--- config.mk ---
export PLATFORM = sky130hd
export DESIGN_NAME = product_accumulator_flat
export DESIGN_NICKNAME = d
export VERILOG_FILES = /design/src/rtl/product_accumulator_pkg.sv /design/src/rtl/product_accumulator_if.sv /design/src/rtl/product_accumulator_acc_adder.sv /design/src/rtl/product_accumulator.sv /design/src/flat_wrapper.sv
export SDC_FILE = /design/constraint.sdc
export NUM_CORES = 1
export LEC_CHECK = 0
export CAP_MARGIN = 10
export CORE_ASPECT_RATIO = 1.75
export CORE_MARGIN = 2
export CORE_UTILIZATION = 32
export DETAILED_ROUTE_END_ITERATION = 12
export HOLD_SLACK_MARGIN = 0.12
export PLACE_DENSITY = 0.52
export RECOVER_POWER = 25
export SYNTH_ARGS = -nofsm -noshare
export SYNTH_HDL_FRONTEND = slang
export SYNTH_SLANG_ARGS = --single-unit
--- constraint.sdc ---
create_clock -name clk -period 5.3 [get_ports clk]
set_clock_uncertainty 0.2 [all_clocks]
set_input_delay 1.06 -clock clk [delete_from_list [all_inputs] [get_ports clk]]
set_output_delay 1.06 -clock clk [all_outputs]
set_load 0.02 [all_outputs]
--- src/rtl/product_accumulator_pkg.sv ---
// Shared definitions for the product accumulator: parameter defaults and FSM state encoding.
// Imported by the interface and the top-level module.
package product_accumulator_pkg;

  localparam int PROD_W_DEF = 64;
  localparam int ACC_W_DEF  = 72;
  localparam int CNT_W_DEF  = 8;

  typedef enum logic [1:0] {
    IDLE  = 2'd0,
    ACCUM = 2'd1,
    HOLD  = 2'd2
  } acc_state_e;

endpackage

--- src/rtl/product_accumulator_if.sv ---
// Term input and batch-result output handshakes of the product accumulator.
// The master side feeds terms and consumes results; the slave side is the accumulator.
interface product_accumulator_if
  import product_accumulator_pkg::*;
#(
  parameter int PROD_W = PROD_W_DEF,
  parameter int ACC_W  = ACC_W_DEF,
  parameter int CNT_W  = CNT_W_DEF
);

  logic              in_valid;
  logic              in_ready;
  logic [PROD_W-1:0] in_product;
  logic              in_last;

  logic              out_valid;
  logic              out_ready;
  logic [ACC_W-1:0]  out_sum;
  logic [CNT_W-1:0]  out_count;
  logic              out_overflow;
  logic              out_trunc;

  modport master (
    output in_valid, in_product, in_last, out_ready,
    input  in_ready, out_valid, out_sum, out_count, out_overflow, out_trunc
  );

  modport slave (
    input  in_valid, in_product, in_last, out_ready,
    output in_ready, out_valid, out_sum, out_count, out_overflow, out_trunc
  );

endinterface

--- src/rtl/product_accumulator_acc_adder.sv ---
// Unsigned W-bit adder with carry-out; the carry feeds the per-batch overflow flag.
module acc_adder #(
  parameter int W = 72
) (
  input  logic [W-1:0] a,
  input  logic [W-1:0] b,
  output logic [W-1:0] sum,
  output logic         carry
);

  assign {carry, sum} = {1'b0, a} + {1'b0, b};

endmodule

--- src/rtl/product_accumulator.sv ---
// Sums batches of unsigned products into a wide accumulator and presents each batch result
// on a valid/ready output; supports zero-bubble retire-and-restart while a result is held.
module product_accumulator
  import product_accumulator_pkg::*;
#(
  parameter int PROD_W = PROD_W_DEF,
  parameter int ACC_W  = ACC_W_DEF,
  parameter int CNT_W  = CNT_W_DEF
) (
  input  logic                  clk,
  input  logic                  rst_n,
  product_accumulator_if.slave  bus
);

  localparam logic [CNT_W-1:0] CNT_MAX = {CNT_W{1'b1}};

  acc_state_e        state_q, state_d;
  logic [ACC_W-1:0]  acc_q, acc_d;
  logic [CNT_W-1:0]  cnt_q, cnt_d;
  logic              ovf_q, ovf_d;

  logic              out_valid_q, out_valid_d;
  logic [ACC_W-1:0]  out_sum_q, out_sum_d;
  logic [CNT_W-1:0]  out_count_q, out_count_d;
  logic              out_ovf_q, out_ovf_d;
  logic              out_trunc_q, out_trunc_d;

  logic              in_ready;
  logic              accept;
  logic              retire;
  logic              continuing;
  logic [ACC_W-1:0]  add_base;
  logic [ACC_W-1:0]  prod_ext;
  logic [ACC_W-1:0]  add_sum;
  logic              add_carry;
  logic [CNT_W-1:0]  new_cnt;
  logic              new_ovf;
  logic              closing;

  assign in_ready = (state_q != HOLD) | bus.out_ready;
  assign accept   = bus.in_valid & in_ready;
  assign retire   = (state_q == HOLD) & bus.out_ready;

  // Only an open batch carries its running sum forward; IDLE and HOLD start from zero.
  assign continuing = (state_q == ACCUM);
  assign add_base   = continuing ? acc_q : '0;
  assign prod_ext   = ACC_W'(bus.in_product);
  assign new_cnt    = (continuing ? cnt_q : '0) + 1'b1;
  assign new_ovf    = (continuing & ovf_q) | add_carry;
  assign closing    = bus.in_last | (new_cnt == CNT_MAX);

  acc_adder #(
    .W (ACC_W)
  ) u_acc_adder (
    .a     (add_base),
    .b     (prod_ext),
    .sum   (add_sum),
    .carry (add_carry)
  );

  always_comb begin
    state_d     = state_q;
    acc_d       = acc_q;
    cnt_d       = cnt_q;
    ovf_d       = ovf_q;
    out_valid_d = out_valid_q;
    out_sum_d   = out_sum_q;
    out_count_d = out_count_q;
    out_ovf_d   = out_ovf_q;
    out_trunc_d = out_trunc_q;

    if (retire) begin
      state_d     = IDLE;
      out_valid_d = 1'b0;
    end

    // in_product/in_last are consulted only under accept so undriven inputs never reach state.
    if (accept) begin
      if (closing) begin
        state_d     = HOLD;
        acc_d       = '0;
        cnt_d       = '0;
        ovf_d       = 1'b0;
        out_valid_d = 1'b1;
        out_sum_d   = add_sum;
        out_count_d = new_cnt;
        out_ovf_d   = new_ovf;
        out_trunc_d = ~bus.in_last;
      end else begin
        state_d = ACCUM;
        acc_d   = add_sum;
        cnt_d   = new_cnt;
        ovf_d   = new_ovf;
      end
    end
  end

  always_ff @(posedge clk or negedge rst_n) begin
    if (!rst_n) begin
      state_q     <= IDLE;
      acc_q       <= '0;
      cnt_q       <= '0;
      ovf_q       <= 1'b0;
      out_valid_q <= 1'b0;
      out_sum_q   <= '0;
      out_count_q <= '0;
      out_ovf_q   <= 1'b0;
      out_trunc_q <= 1'b0;
    end else begin
      state_q     <= state_d;
      acc_q       <= acc_d;
      cnt_q       <= cnt_d;
      ovf_q       <= ovf_d;
      out_valid_q <= out_valid_d;
      out_sum_q   <= out_sum_d;
      out_count_q <= out_count_d;
      out_ovf_q   <= out_ovf_d;
      out_trunc_q <= out_trunc_d;
    end
  end

  assign bus.in_ready     = in_ready;
  assign bus.out_valid    = out_valid_q;
  assign bus.out_sum      = out_sum_q;
  assign bus.out_count    = out_count_q;
  assign bus.out_overflow = out_ovf_q;
  assign bus.out_trunc    = out_trunc_q;

endmodule
--- src/flat_wrapper.sv ---
// flat-port wrapper written by rule: the top's interface ports become plain ports
module product_accumulator_flat import product_accumulator_pkg::*;
#(
  parameter int PROD_W = PROD_W_DEF,
  parameter int ACC_W  = ACC_W_DEF,
  parameter int CNT_W  = CNT_W_DEF
)
  (clk, rst_n, bus_in_valid, bus_in_product, bus_in_last, bus_out_ready, bus_in_ready, bus_out_valid, bus_out_sum, bus_out_count, bus_out_overflow, bus_out_trunc);
  product_accumulator_if #(.PROD_W(PROD_W), .ACC_W(ACC_W), .CNT_W(CNT_W)) bus_i ();
  input  logic clk;
  input  logic rst_n;
  input wire logic [$bits(bus_i.in_valid)-1:0] bus_in_valid;
  input wire logic [$bits(bus_i.in_product)-1:0] bus_in_product;
  input wire logic [$bits(bus_i.in_last)-1:0] bus_in_last;
  input wire logic [$bits(bus_i.out_ready)-1:0] bus_out_ready;
  output wire logic [$bits(bus_i.in_ready)-1:0] bus_in_ready;
  output wire logic [$bits(bus_i.out_valid)-1:0] bus_out_valid;
  output wire logic [$bits(bus_i.out_sum)-1:0] bus_out_sum;
  output wire logic [$bits(bus_i.out_count)-1:0] bus_out_count;
  output wire logic [$bits(bus_i.out_overflow)-1:0] bus_out_overflow;
  output wire logic [$bits(bus_i.out_trunc)-1:0] bus_out_trunc;
  assign bus_i.in_valid = bus_in_valid;
  assign bus_i.in_product = bus_in_product;
  assign bus_i.in_last = bus_in_last;
  assign bus_i.out_ready = bus_out_ready;
  assign bus_in_ready = bus_i.in_ready;
  assign bus_out_valid = bus_i.out_valid;
  assign bus_out_sum = bus_i.out_sum;
  assign bus_out_count = bus_i.out_count;
  assign bus_out_overflow = bus_i.out_overflow;
  assign bus_out_trunc = bus_i.out_trunc;
  product_accumulator #(.PROD_W(PROD_W), .ACC_W(ACC_W), .CNT_W(CNT_W)) u_core (.clk(clk), .rst_n(rst_n), .bus(bus_i));
endmodule
# == Word level (Yosys, flattened, before mapping) ==
# Cells that the tools add are included.
# op_classes
addsub,2
multipliers,0
n_div,0
order_cmp,0
eq_ne,4
n_shift,0
n_mux,11
bitwise_logic,7
n_reduce_logical,2
# op_table
cell,count
$mux W72,2
$add A72 B64 Y73,1
$mux W8,2
$add A8 B1 Y8 const B,1
$eq A8 B8 Y1 const B,1
$mux W2,3
$mux W1,4
$and A1 B1 Y1,3
$or A1 B1 Y1,3
$eq A2 B1 Y1 const B,1
$eq A2 B2 Y1 const B,1
$ne A2 B2 Y1 const B,1
$reduce_and A2 Y1,1
$reduce_bool A2 Y1,1
$not A1 Y1,1
# word_totals
register_bits,166
latch_bits,0
ram_bits,0
mem_bits_ro,0
input_bits,69
output_inout_bits,84
wordCells,35
mem_count,0

# == Depth between registers and ports, before layout ==
# logic_depth
word_depth,7
mapped_depth,19
mapped_depth_nobuf,14

# == Modules after synthesis ==
# From an unflattened synthesis, not the netlist that was laid out.
# unflattened
hier_cells,1318
hier_area_um2,12256.8
# modules_own_cells
mod,instances,cells_each,area_each_um2,seq_area_each_um2
product_accumulator,1,661,7613.6,4154.0
acc_adder,1,657,4643.2,0.0

# == Worst setup path after synthesis ==
# OpenSTA, ideal clock, no wires.
# synth_path
path_kind,register to register
start,register u_core.state_q[1]
end,register u_core.out_sum_q[47] (netlist: u_core.bus.out_sum[47])
setup_time_ps,125
t_arrival_ps,3650
t_required_ps,4975
slack_ps,1326
path_stages_with_launch,17
path_buffers,3
period_less_slack_ps,3974
cell_sequence,dfrtp_1 and2b_1 buf_4 clkbuf_1 clkbuf_1 and2_1 ha_1 and2_1 and3_4 a22oi_2 a21oi_1 or2_1 a221o_1 a21boi_4 o31ai_1 xor2_1 mux2_2
# synth_between
elab_chain_len,6
elab_cells_between_ends,11
cone_classes,add/sub (2); eq/ne (3); mux (2); bitwise (3); reduce/logical (1)
# synth_lines
item,line,source
"start, declared",product_accumulator.sv:17,"acc_state_e state_q, state_d;"
"start signal, assigned",product_accumulator.sv:110,state_q <= state_d;
$eq A2 B1 Y1,product_accumulator.sv:45,assign continuing = (state_q == ACCUM);
$mux W8,product_accumulator.sv:48,assign new_cnt = (continuing ? cnt_q : '0) + 1'b1;
$add A8 B1 Y8,product_accumulator.sv:48,
$eq A8 B8 Y1,product_accumulator.sv:50,assign closing = bus.in_last | (new_cnt == CNT_MAX);
$or A1 B1 Y1,product_accumulator.sv:50,
$reduce_and A2 Y1 (no source line),-,
"end signal, assigned",product_accumulator.sv:115,out_sum_q <= out_sum_d;
"end, declared",product_accumulator.sv:23,"logic [ACC_W-1:0] out_sum_q, out_sum_d;"
# Parallel ways exist; a longest one is shown, timed or not.
# A chain may end at the register's enable or synchronous reset.

# == Final worst setup path ==
# layout_path
start,register u_core.state_q[1]
end,register u_core.acc_q[70]
# layout_between
elab_chain_len,6
elab_cells_between_ends,11
cone_classes,add/sub (2); eq/ne (3); mux (3); bitwise (3)
# layout_lines
item,line,source
"parallel branches: the longest is 6 deep, another holds $add A72 B64 Y73",-,
"end signal, assigned",product_accumulator.sv:101,acc_q <= '0;
"end signal, assigned",product_accumulator.sv:111,acc_q <= acc_d;
"end, declared",product_accumulator.sv:18,"logic [ACC_W-1:0] acc_q, acc_d;"
# Several ways; the timed one is not identified.

==> flow_metrics.py <==
metrics = {
    "outcome": {
        "status": "finished, violations left",
        "violations": "capacitance limit, slew limit",
    },
    "routing": {
        "drc": 0,
        "drt_iter0_drc": 356,
        "wl_per_cell_um": 18.6,
        "ant_nets": 0,
        "vias_per_cell": 5.14,
        "wl_mm": 34.4,
        "via_count": 9518,
        "dr.pass1.iters": 6,
    },
    "global_routing": {
        "grt_pass1_wl_mm": 53.6,
        "grt_pass1_vias": 9731,
        "gr-total-overflow": 0,
        "grt_usage": 0.199,
        "grt_max_degree": 98,
        "antenna_found_initial": 0,
    },
    "timing": {
        "fin_crit_ps": 4510,
        "tightest_slew_ps": 2610,
        "rsz0062_at_grt": "false",
        "clock.fmax_mhz": 222,
        "setup_viol": 0,
        "hold_ws_ps": 268,
        "slew_headroom": -0.738,
        "fin_setup_tns_ps": 0,
        "setup_ws_ps": 787,
        "hold_violations": 0,
        "finalCritPeriodShare": 0.852,
        "maxSlewViolCount": 97,
    },
    "run": {
        "maxCapViolations": 1,
    },
    "layout": {
        "drive_above_1_share": 0.0659,
        "seq_area_um2": 4150,
        "final_net_count": 1518,
        "synthToLayoutAreaGrowth_pct": 24.1,
        "stdcell_count": 1850,
        "antenna_cells": 0,
        "multiInputGateArea_um2": 6330,
        "n_fill_cell": 3438,
    },
    "clock_network": {
        "cts_tree": "done",
        "clkSinkCount": 166,
        "cts.hold.buffers_added": 0,
        "cts.htree.levels": 4,
        "cts.path.max_buffers": 2,
        "cts_resized": 0,
        "path_clk_slew_ps": 70,
        "cts-root-buf": "clkbuf_16",
        "numCtsBuffers": 17,
        "clk_latency_ps": 460,
        "post-cts-setup-buffers": 0,
    },
    "worst_setup_path": {
        "path_max_fanout": 35,
        "r2r_setup_slack_ps": 790,
        "arrival_ps": 4710,
        "rr_worst_depth": 16,
        "rr_startpoint": "u_core.state_q[1]",
        "setup.worst_path.class": "reg2reg",
        "worstSetupStartpointType": "flip-flop",
        "r2r-end": "u_core.acc_q[70]",
        "crit_path_end_kind": "flip-flop",
        "cp.required_ps": 5500,
    },
    "floorplanning": {
        "die_area_um2": 35500,
        "rows": 89,
        "die_w_um": 143,
        "core_area_um2": 33500,
        "die_y_um": 248,
        "num_io_pins": 153,
        "start_util": 0.324,
    },
    "synth": {
        "netlist.area_leader.share": 0.383,
        "synth_top_family_by_area": "compound AO/OA/AOI/OAI gates",
        "yosysSeqAreaShare": 0.383,
        "synthAdderAreaFrac": 0.0780,
        "avgSynthCellArea_um2": 8.58,
        "yosys-top-cells-area": "dfrtp_1 (38%), nand2_1 (8.4%), ha_1 (7.6%), o21ai_0 (4.8%), and2_1 (4.3%)",
        "yosysMostFrequentCell": "nand2_1",
        "synth.area.mux_share": 0.0135,
        "synth.distinct_cells": 66,
        "syn-instance-count": 1264,
        "ys_ff_latch": 166,
        "synthArstFlopShare": 1.00,
        "syn_area_um2": 10800,
        "synth-compound-area-share": 0.225,
        "ys_warn_count": 0,
        "synth_edf_count": 0,
        "ys.flop_type": "dfrtp_1",
        "synthSimpleGateAreaFrac": 0.206,
        "synth_area_leader_cell": "dfrtp_1",
        "synth_xor_area_frac": 0.0597,
        "synth_fp_nets": 1400,
        "synth_common_cells": "nand2_1 (242), dfrtp_1 (166), o21ai_0 (104)",
    },
    "power": {
        "ir_drop_v": 0.000251,
        "finalPower_mw": 4.19,
        "p_leak_nw": 6.02,
        "p_per_area_nw_per_um2": 311,
    },
    "place": {
        "portBuffers": 152,
        "place_ws_ps": 384,
        "placed_cells": 1818,
        "routabilityCongestion": 0.871,
        "hpwl_mm": 26.0,
    },
    "min_path": {
        "holdPathStages": 2,
        "hp-start": "u_core.acc_q[4]",
        "hp-class": "reg2reg",
        "min_delay_worst_endpoint": "u_core.acc_q[4]",
    },
}
## worst max path at each step
stage	from	endpoint	slack, ps
global placement	bus_in_product[0]	u_core.acc_q[70]	400
floorplan	u_core.state_q[1]	u_core.bus.out_sum[47]	1330
finish	u_core.state_q[1]	u_core.acc_q[70]	790
CTS	u_core.state_q[1]	u_core.bus.out_sum[60]	740
detailed placement	bus_in_product[0]	u_core.bus.out_sum[60]	380
global route	u_core.state_q[1]	u_core.bus.out_sum[60]	520
## per-layer routing
layer / track usage / up-vias / part of all wire
met5: 0 / - / 0
met4: 0.0737 / 0 / 0.026
met3: 0.0343 / 47 / 0.035
met2: 0.374 / 184 / 0.55
met1: 0.220 / 4584 / 0.39
li1: - / 4703 / -
## power breakdown
| group | total, mW | internal [mW] | switching [mW] |
|---|---|---|---|
| sequential | 1.58 | 1.47 | 0.115 |
| combinational | 1.26 | 0.545 | 0.716 |
| clock | 1.34 | 0.753 | 0.591 |
| total | 4.19 | 2.76 | 1.42 |
## layout by cell type (no fill, tap or decap), types with 4 or more instances in the layout
| master | netlist | layout |
|---|---|---|
| xor2_1 | 28 | 28 |
| clkbuf_16 | 0 | 17 |
| o211ai_1 | 8 | 8 |
| nand2b_1 | 7 | 7 |
| nand2_1 | 242 | 240 |
| dfrtp_1 | 166 | 166 |
| a31oi_1 | 9 | 9 |
| mux2_2 | 13 | 13 |
| nor2_1 | 53 | 53 |
| o31ai_1 | 31 | 31 |
| nor2b_1 | 6 | 6 |
| inv_1 | 19 | 19 |
| or3_1 | 6 | 6 |
| a31o_2 | 4 | 4 |
| o21a_1 | 13 | 13 |
| buf_4 | 4 | 19 |
| inv_6 | 0 | 4 |
| a22o_1 | 26 | 26 |
| o21ai_0 | 104 | 104 |
| and3_1 | 5 | 5 |
| nand4_1 | 23 | 23 |
| nand3_1 | 25 | 25 |
| and2_1 | 75 | 75 |
| o21bai_1 | 14 | 14 |
| a21o_1 | 40 | 40 |
| o21ai_1 | 4 | 4 |
| clkdlybuf4s50_1 | 0 | 151 |
| a21oi_1 | 85 | 85 |
| or4_1 | 4 | 4 |
| nor4_1 | 4 | 4 |
| xnor2_1 | 46 | 46 |
| nor3_1 | 10 | 10 |
| a211oi_1 | 4 | 4 |
| ha_1 | 66 | 66 |
## cell type report
class | instances | share of cell area
Timing Repair Buffer | 174 | 0.128
Multi-Input combinational cell | 1004 | 0.470
Clock buffer | 17 | 0.0316
Inverter | 19 | 0.00530
Tap cell | 455 | 0.0423
Sequential cell | 166 | 0.308
Clock inverter | 15 | 0.0143
## registers in the layout (all words and copies together) (netlist names)
signal                   count
u_core.bus.out_count         8
u_core.bus.out_overflow      1
u_core.state_q               2
u_core.bus.out_valid         1
u_core.acc_q                72
u_core.ovf_q                 1
u_core.cnt_q                 8
u_core.bus.out_sum          72
u_core.bus.out_trunc         1
## cell families after synthesis
group,count (synthesis)
AND/OR/NAND/NOR,476
AO/OA/AOI/OAI,374
flip-flops,166
buffers and inverters,94
XOR/XNOR,74
adder cells (fa/ha/maj),67
multiplexers,13
## stage by stage
| step | util | area [um2] |
|---|---|---|
| after floorplan | - | 10800 |
| after global placement | 0.383 | 12900 |
| after detailed placement | 0.383 | 12900 |
| after CTS | 0.402 | 13500 |
| after global routing | 0.402 | 13500 |
| final | 0.402 | 13500 |
## worst max-delay path, stage by stage (launching register included)
cell and delay, ps:
dfrtp_1 430, and2b_2 380, buf_12 220, and2_1 150
ha_1 190, fa_1 230, a21oi_1 90, o21ai_1 200
a211oi_1 100, buf_4 160, nor4b_1 520, o21ai_1 270
nand4_2 190, a41oi_4 220, o21a_1 330, or4_1 480
nand3_1 80
Power figures use the tool's default switching activity.
